==> src/rtl/ex_divider_pkg.sv <==
// Shared defines for the EX-stage divider: ALU opcodes, divider FSM encodings,
// and small helpers used by the divider datapath.
package ex_divider_pkg;

   localparam int ALUOP_W = 8;

   typedef logic [ALUOP_W-1:0] aluop_t;

   localparam aluop_t ALU_NOP  = 8'h00;
   localparam aluop_t ALU_DIV  = 8'h1A;
   localparam aluop_t ALU_DIVU = 8'h1B;

   typedef enum logic [1:0] {
      DIV_IDLE = 2'd0,
      DIV_BUSY = 2'd1,
      DIV_DONE = 2'd2
   } div_state_e;

   function automatic logic is_div_op(input aluop_t op);
      return (op == ALU_DIV) || (op == ALU_DIVU);
   endfunction

   // Magnitude of a two's-complement word; 0x80000000 maps to itself, which is
   // exactly the unsigned magnitude the restoring loop needs.
   function automatic logic [31:0] abs32(input logic [31:0] v);
      return v[31] ? (~v + 32'd1) : v;
   endfunction

endpackage

==> src/rtl/ex_divider_if.sv <==
// EX-stage to divider bus: operation/operands in, stall request and results out.
interface ex_divider_if;
   import ex_divider_pkg::*;

   aluop_t      ex_aluop;
   logic [31:0] ex_opr1;
   logic [31:0] ex_opr2;
   logic        div_stallreq;
   logic        div_valid;
   logic [31:0] div_hi;
   logic [31:0] div_lo;

   modport master (
      output ex_aluop, ex_opr1, ex_opr2,
      input  div_stallreq, div_valid, div_hi, div_lo
   );

   modport slave (
      input  ex_aluop, ex_opr1, ex_opr2,
      output div_stallreq, div_valid, div_hi, div_lo
   );

endinterface

==> src/rtl/ex_divider_div_iter.sv <==
// One combinational restoring-division step: shift the next dividend bit into
// the partial remainder, try a subtract, and shift the resulting quotient bit in.
module div_iter (
   input  logic [31:0] rem_in,
   input  logic [31:0] quo_in,
   input  logic [31:0] divisor,
   output logic [31:0] rem_out,
   output logic [31:0] quo_out
);

   logic [32:0] shifted;
   logic [32:0] diff;

   // A borrow out of the 33-bit subtract means the trial failed and the
   // shifted remainder is restored.
   always_comb begin
      shifted = {rem_in, quo_in[31]};
      diff    = shifted - {1'b0, divisor};
      quo_out = {quo_in[30:0], ~diff[32]};
      rem_out = diff[32] ? shifted[31:0] : diff[31:0];
   end

endmodule

==> src/rtl/ex_divider.sv <==
// Multi-cycle EX-stage divider (32 restoring iterations, signed/unsigned).
// Optional macro DIV_ZERO_FAST_EN: divisor 0 completes in one cycle with hi=dividend, lo=all ones.
module ex_divider
   import ex_divider_pkg::*;
(
   input  logic         clk,
   input  logic         rst,
   input  logic         flush,
   input  logic         stall,
   ex_divider_if.slave  bus
);

   div_state_e  state_q;
   div_state_e  state_d;
   logic [4:0]  cnt_q;
   logic [31:0] rem_q;
   logic [31:0] quo_q;
   logic [31:0] dvs_q;
   logic        neg_quo_q;
   logic        neg_rem_q;
   logic [31:0] hi_q;
   logic [31:0] lo_q;

   logic        signed_op;
   logic        start;
   logic [31:0] mag1;
   logic [31:0] mag2;
   logic [31:0] rem_nx;
   logic [31:0] quo_nx;
   logic [31:0] hi_fix;
   logic [31:0] lo_fix;
   logic        last_iter;

   div_iter u_iter (
      .rem_in  (rem_q),
      .quo_in  (quo_q),
      .divisor (dvs_q),
      .rem_out (rem_nx),
      .quo_out (quo_nx)
   );

   // The loop always works on magnitudes; signs are reapplied on the final step.
   always_comb begin
      signed_op = (bus.ex_aluop == ALU_DIV);
      start     = is_div_op(bus.ex_aluop) && !flush;
      mag1      = signed_op ? abs32(bus.ex_opr1) : bus.ex_opr1;
      mag2      = signed_op ? abs32(bus.ex_opr2) : bus.ex_opr2;
      last_iter = (cnt_q == 5'd31);
      lo_fix    = neg_quo_q ? (~quo_nx + 32'd1) : quo_nx;
      hi_fix    = neg_rem_q ? (~rem_nx + 32'd1) : rem_nx;
   end

   always_ff @(posedge clk or negedge rst) begin
      if (!rst) begin
         state_q <= DIV_IDLE;
      end else begin
         state_q <= state_d;
      end
   end

   // Flush overrides every other transition so a squashed divide never surfaces.
   always_comb begin
      state_d = state_q;
      unique case (state_q)
         DIV_IDLE: begin
`ifdef DIV_ZERO_FAST_EN
            if (start) state_d = (bus.ex_opr2 == 32'd0) ? DIV_DONE : DIV_BUSY;
`else
            if (start) state_d = DIV_BUSY;
`endif
         end
         DIV_BUSY: begin
            if (last_iter) state_d = DIV_DONE;
         end
         DIV_DONE: begin
            if (!stall) state_d = DIV_IDLE;
         end
         default: state_d = DIV_IDLE;
      endcase
      if (flush) state_d = DIV_IDLE;
   end

   always_ff @(posedge clk or negedge rst) begin
      if (!rst) begin
         cnt_q     <= 5'd0;
         rem_q     <= 32'd0;
         quo_q     <= 32'd0;
         dvs_q     <= 32'd0;
         neg_quo_q <= 1'b0;
         neg_rem_q <= 1'b0;
         hi_q      <= 32'd0;
         lo_q      <= 32'd0;
      end else begin
         unique case (state_q)
            DIV_IDLE: begin
               if (start) begin
                  cnt_q     <= 5'd0;
                  rem_q     <= 32'd0;
                  quo_q     <= mag1;
                  dvs_q     <= mag2;
                  neg_quo_q <= signed_op && (bus.ex_opr1[31] ^ bus.ex_opr2[31]);
                  neg_rem_q <= signed_op && bus.ex_opr1[31];
`ifdef DIV_ZERO_FAST_EN
                  if (bus.ex_opr2 == 32'd0) begin
                     hi_q <= bus.ex_opr1;
                     lo_q <= 32'hFFFF_FFFF;
                  end
`endif
               end
            end
            DIV_BUSY: begin
               if (flush) begin
                  cnt_q <= 5'd0;
               end else begin
                  rem_q <= rem_nx;
                  quo_q <= quo_nx;
                  cnt_q <= cnt_q + 5'd1;
                  if (last_iter) begin
                     hi_q <= hi_fix;
                     lo_q <= lo_fix;
                  end
               end
            end
            default: begin
            end
         endcase
      end
   end

   // Stall request is gated by reset so the pipeline is released immediately.
   always_comb begin
      bus.div_stallreq = rst && (((state_q == DIV_IDLE) && start) || (state_q == DIV_BUSY));
      bus.div_valid    = (state_q == DIV_DONE);
      bus.div_hi       = hi_q;
      bus.div_lo       = lo_q;
   end

endmodule

==> src/flat_wrapper.sv <==
// flat-port wrapper written by rule: the top's interface ports become plain ports
module ex_divider_flat import ex_divider_pkg::*;
  (clk, rst, flush, stall, bus_ex_aluop, bus_ex_opr1, bus_ex_opr2, bus_div_stallreq, bus_div_valid, bus_div_hi, bus_div_lo);
  ex_divider_if bus_i ();
  input  logic clk;
  input  logic rst;
  input  logic flush;
  input  logic stall;
  input wire logic [$bits(bus_i.ex_aluop)-1:0] bus_ex_aluop;
  input wire logic [$bits(bus_i.ex_opr1)-1:0] bus_ex_opr1;
  input wire logic [$bits(bus_i.ex_opr2)-1:0] bus_ex_opr2;
  output wire logic [$bits(bus_i.div_stallreq)-1:0] bus_div_stallreq;
  output wire logic [$bits(bus_i.div_valid)-1:0] bus_div_valid;
  output wire logic [$bits(bus_i.div_hi)-1:0] bus_div_hi;
  output wire logic [$bits(bus_i.div_lo)-1:0] bus_div_lo;
  assign bus_i.ex_aluop = bus_ex_aluop;
  assign bus_i.ex_opr1 = bus_ex_opr1;
  assign bus_i.ex_opr2 = bus_ex_opr2;
  assign bus_div_stallreq = bus_i.div_stallreq;
  assign bus_div_valid = bus_i.div_valid;
  assign bus_div_hi = bus_i.div_hi;
  assign bus_div_lo = bus_i.div_lo;
  ex_divider u_core (.clk(clk), .rst(rst), .flush(flush), .stall(stall), .bus(bus_i));
endmodule
==> config.mk <==
export PLATFORM = sky130hd
export DESIGN_NAME = ex_divider_flat
export DESIGN_NICKNAME = d
export VERILOG_FILES = /design/src/rtl/ex_divider_pkg.sv /design/src/rtl/ex_divider_if.sv /design/src/rtl/ex_divider_div_iter.sv /design/src/rtl/ex_divider.sv /design/src/flat_wrapper.sv
export SDC_FILE = /design/constraint.sdc
export NUM_CORES = 1
export LEC_CHECK = 0
export BUFFER_PORTS_ARGS = -buffer_cell sky130_fd_sc_hd__buf_4
export CORE_MARGIN = 5
export CORE_UTILIZATION = 40
export DETAILED_ROUTE_END_ITERATION = 12
export GPL_ROUTABILITY_DRIVEN = 0
export GPL_TIMING_DRIVEN = 0
export HOLD_SLACK_MARGIN = 0.08
export SYNTH_ARGS = -nofsm -noshare
export SYNTH_HDL_FRONTEND = slang
export SYNTH_SLANG_ARGS = --single-unit
export TNS_END_PERCENT = 20
==> constraint.sdc <==
create_clock -name clk -period 6.6 [get_ports clk]
set_input_delay 0.33 -clock clk [delete_from_list [all_inputs] [get_ports clk]]
set_output_delay 0.33 -clock clk [all_outputs]
set_load 0.05 [all_outputs]
==> impl_metrics.yaml <==
synthesis:
  ys_top_cells_by_count: "nand2_1, o21ai_0, dfrtp_1"
  synthMuxAreaShare: 0.0235
  synth_xor_area_frac: 0.0965
  synth_warnings: 0
  synth_fa_ha_area_frac: 0.0417
  synth_area_leaders: "dfrtp_1, o21ai_0, nand2_1, xor2_1, ha_1"
  netlist-cell-type-count: 82
  synth.top_cell.area_share: 0.356
  synth_top_family_by_area: "compound AO/OA/AOI/OAI gates"
  synth_seq_cells: 169
  synth_edf_count: 0
  synth_compound_area_frac: 0.235
  synthCells: 1460
  synth.largest_area_cell: "dfrtp_1"
  synth_area_per_cell_sq_um: 8.15
  synthArstFlopShare: 1.00
  syn_area_sq_um: 11900
  synth_most_common_cell: "nand2_1"
  synthSimpleGateAreaFrac: 0.206
  ys_seq_area_frac: 0.356
  synth_nets: 1575
  synth_ff_type: "dfrtp_1"
grt:
  gr-usage-all-layers: 0.221
  grt_start_max_net_pins: 106
  antenna_found_initial: 0
  grt_pass1_vias: 11136
  grt_pass1_wl_mm: 59.6
  grt_overflow: 0
worst_setup_path:
  path_max_fanout: 19
  crit_path_cell_trace: "inv_1, ha_1, fa_1, nand2b_2, a21oi_4, o21ai_4, o31ai_4, a32o_2, nor2_8, inv_4, buf_2, ha_1, nand2_1, or4_1, nand2b_1, nand2b_1, or2_2, or4_1, o21ai_0, xor2_1, o21ai_0"
  arrival_ns: 6.59
  worstPathRequired_ns: 6.91
  end_kind: "flip-flop"
  critical_path.top_delay_family: "simple AND/OR/NAND/NOR gates"
  setup.worst_path.start_class: "flip-flop"
  max_stage_delay_ns: 0.47
  critPathBufInv: 3
  crit_type: "flip-flop to flip-flop"
  crit_slowest_cell: "or4_1"
power_and_ir_drop:
  share_seq_of_total_power: 0.220
  comb_power_share: 0.590
  power.leakage_nw: 6.15
  power.density_nw_per_um2: 393
  ir_drop_mv: 0.282
  p_sw_mw: 2.66
  swShare: 0.480
  internal-power_mw: 2.88
  pwr-share-clk: 0.190
die:
  dieHeight_microns: 182
  die-area_sq_um: 33300
  die_w_microns: 182
  fp-row-count: 63
  core_area_sq_um: 29500
  start_util: 0.403
  io_pins: 142
cts:
  cts_max_level: 4
  clockBufferDepth: 2
  cts_sinks: 169
  cts_tree: "yes"
  cts_setup_buffers: 0
  cts-root-buf: "clkbuf_16"
  numCtsBuffers: 17
  cts.reportedPaths.clkPinSlew_ns: 0.08
  clock_latency_ns: 0.45
timing:
  finalCritPeriodShare: 0.952
  skew_ns: 0.0201
  holdWs_ns: 0.127
  hold_violations: 0
  relSlewSlack: 0.371
  fin_crit_ns: 6.28
  fmax_mhz: 159
  fin_tns_setup_ns: 0
  setup_violations: 0
  worstMarginPinSlew_ns: 0.920
  rsz0062_at_grt: "no"
  maxSlewViolCount: 0
place:
  io_buffers: 141
  placedInstanceArea_sq_um: 13500
  hpwl_mm: 28.9
  dp.cells: 1992
cells_and_area:
  final_cells: 2025
  areaGrowthSynthToFinish_pct: 18.6
  finalNetCount: 1737
  postLayoutCellArea_sq_um: 14100
  drive_above_1_share: 0.134
  antennaDiodeCount: 0
route:
  first_pass_iters: 5
  num_vias: 11377
  route.detailed.wl_per_inst_microns: 18.2
  final_antenna_net_count: 0
  drt_iter0_markers: 895
  drc_errors: 0
  via_per_inst: 5.62
  wl_mm: 36.9
min_path:
  min_path_type: "input pin to flip-flop"
outcome:
  status: "complete, no violations"
flow_run:
  cap_violations: 0
==> cell families (layout without fill, tap and decap cells) <==
kind of cell	count (synthesis)	in the layout
AND/OR/NAND/NOR	515	515
AO/OA/AOI/OAI	451	451
flip-flops	169	169
XOR/XNOR	131	131
buffers and inverters	128	303
adder cells (fa/ha/maj)	39	39
multiplexers	27	27
==> worst reg2reg max path, delay by kind of cell (launching register included) <==
family          cells  cell delay [ns]
buf+inv             3             0.70
fa+ha+maj           3             0.94
compound gates      6             1.68
flops               1             0.44
simple gates        8             2.18
xor+xnor            1             0.21
==> per-stage QoR <==
stage | setup WS, ns | total power, mW | util
6_report | 0.318 | 5.54 | 0.478
2_1_floorplan | 1.32 | 3.60 | -
4_1_cts | 0.366 | 5.50 | 0.478
5_1_grt | 0.0698 | 5.91 | 0.478
3_3_place_gp | -0.00284 | 4.44 | 0.456
3_5_place_dp | -0.0126 | 4.46 | 0.457
==> layer usage <==
layer | GRT usage | part of all wire
met1 | 0.320 | 0.48
met2 | 0.351 | 0.45
met3 | 0.0265 | 0.041
met4 | 0.0618 | 0.022
met5 | 0 | 0
==> registers in the layout, summed over array words and instances, names as in the netlist <==
register	cells
u_core.state_q	2
u_core.dvs_q	32
u_core.rem_q	32
u_core.cnt_q	5
u_core.quo_q	32
u_core.bus.div_hi	32
u_core.neg_quo_q	1
u_core.neg_rem_q	1
u_core.bus.div_lo	32
==> cell usage in the layout, fill, tap and decap left out, types with 16 or more instances in the layout <==
master     netlist  final
nand2_1        247    247
o21ai_0        241    241
dfrtp_1        169    169
buf_4            0    140
xor2_1          77     77
nor2_1          64     64
clkbuf_1        60     60
a21oi_1         60     60
xnor2_1         54     54
inv_1           49     49
nand3_1         48     48
ha_1            38     38
nor3_1          29     29
or3_1           27     27
o31ai_1         23     23
mux2i_1         22     22
clkbuf_16        0     17
nor4_1          16     16
a21o_1          16     16
==> worst paths after layout <==
check,from,endpoint,slack [ns],cells past startpoint
hold / removal,stall,u_core.state_q[1],0.13,2
setup reg to reg,u_core.quo_q[31],u_core.bus.div_lo[30],0.32,21
max in group asynchronous,rst,u_core.rem_q[5],5.25,3
min in group asynchronous,rst,u_core.dvs_q[26],0.44,2
setup / recovery,u_core.quo_q[31],u_core.bus.div_lo[30],0.32,21
hold reg to reg,u_core.state_q[1],u_core.state_q[0],0.46,1
==> timing repair <==
action / in CTS / in global routing
hold buffers: 2 / 0
gates resized for setup: 0 / 0
endpoints found under the hold margin: 66 / 0
setup endpoints to repair: 2 / 0
==> area by class of cell <==
cell class                 count  area (sq um)
buffer                        77           304
clock buffer                  18           439
clock inverter                14           173
fill                        2984         15400
inverter                      50           190
multi-input combinational   1163          7170
sequential                   169          4230
tap                          390           488
timing repair buffer         144          1110
==> power by group through the flow <==
stage / Sequential, mW / Clock (mW) / Combinational [mW]
3_5_place_dp: 1.23 / 0 / 3.23
6_report: 1.22 / 1.05 / 3.27
3_3_place_gp: 1.23 / 0 / 3.21
2_1_floorplan: 1.19 / 0 / 2.40
5_1_grt: 1.23 / 1.11 / 3.57
4_1_cts: 1.21 / 1.06 / 3.23
(Power assumes the default switching activity.)
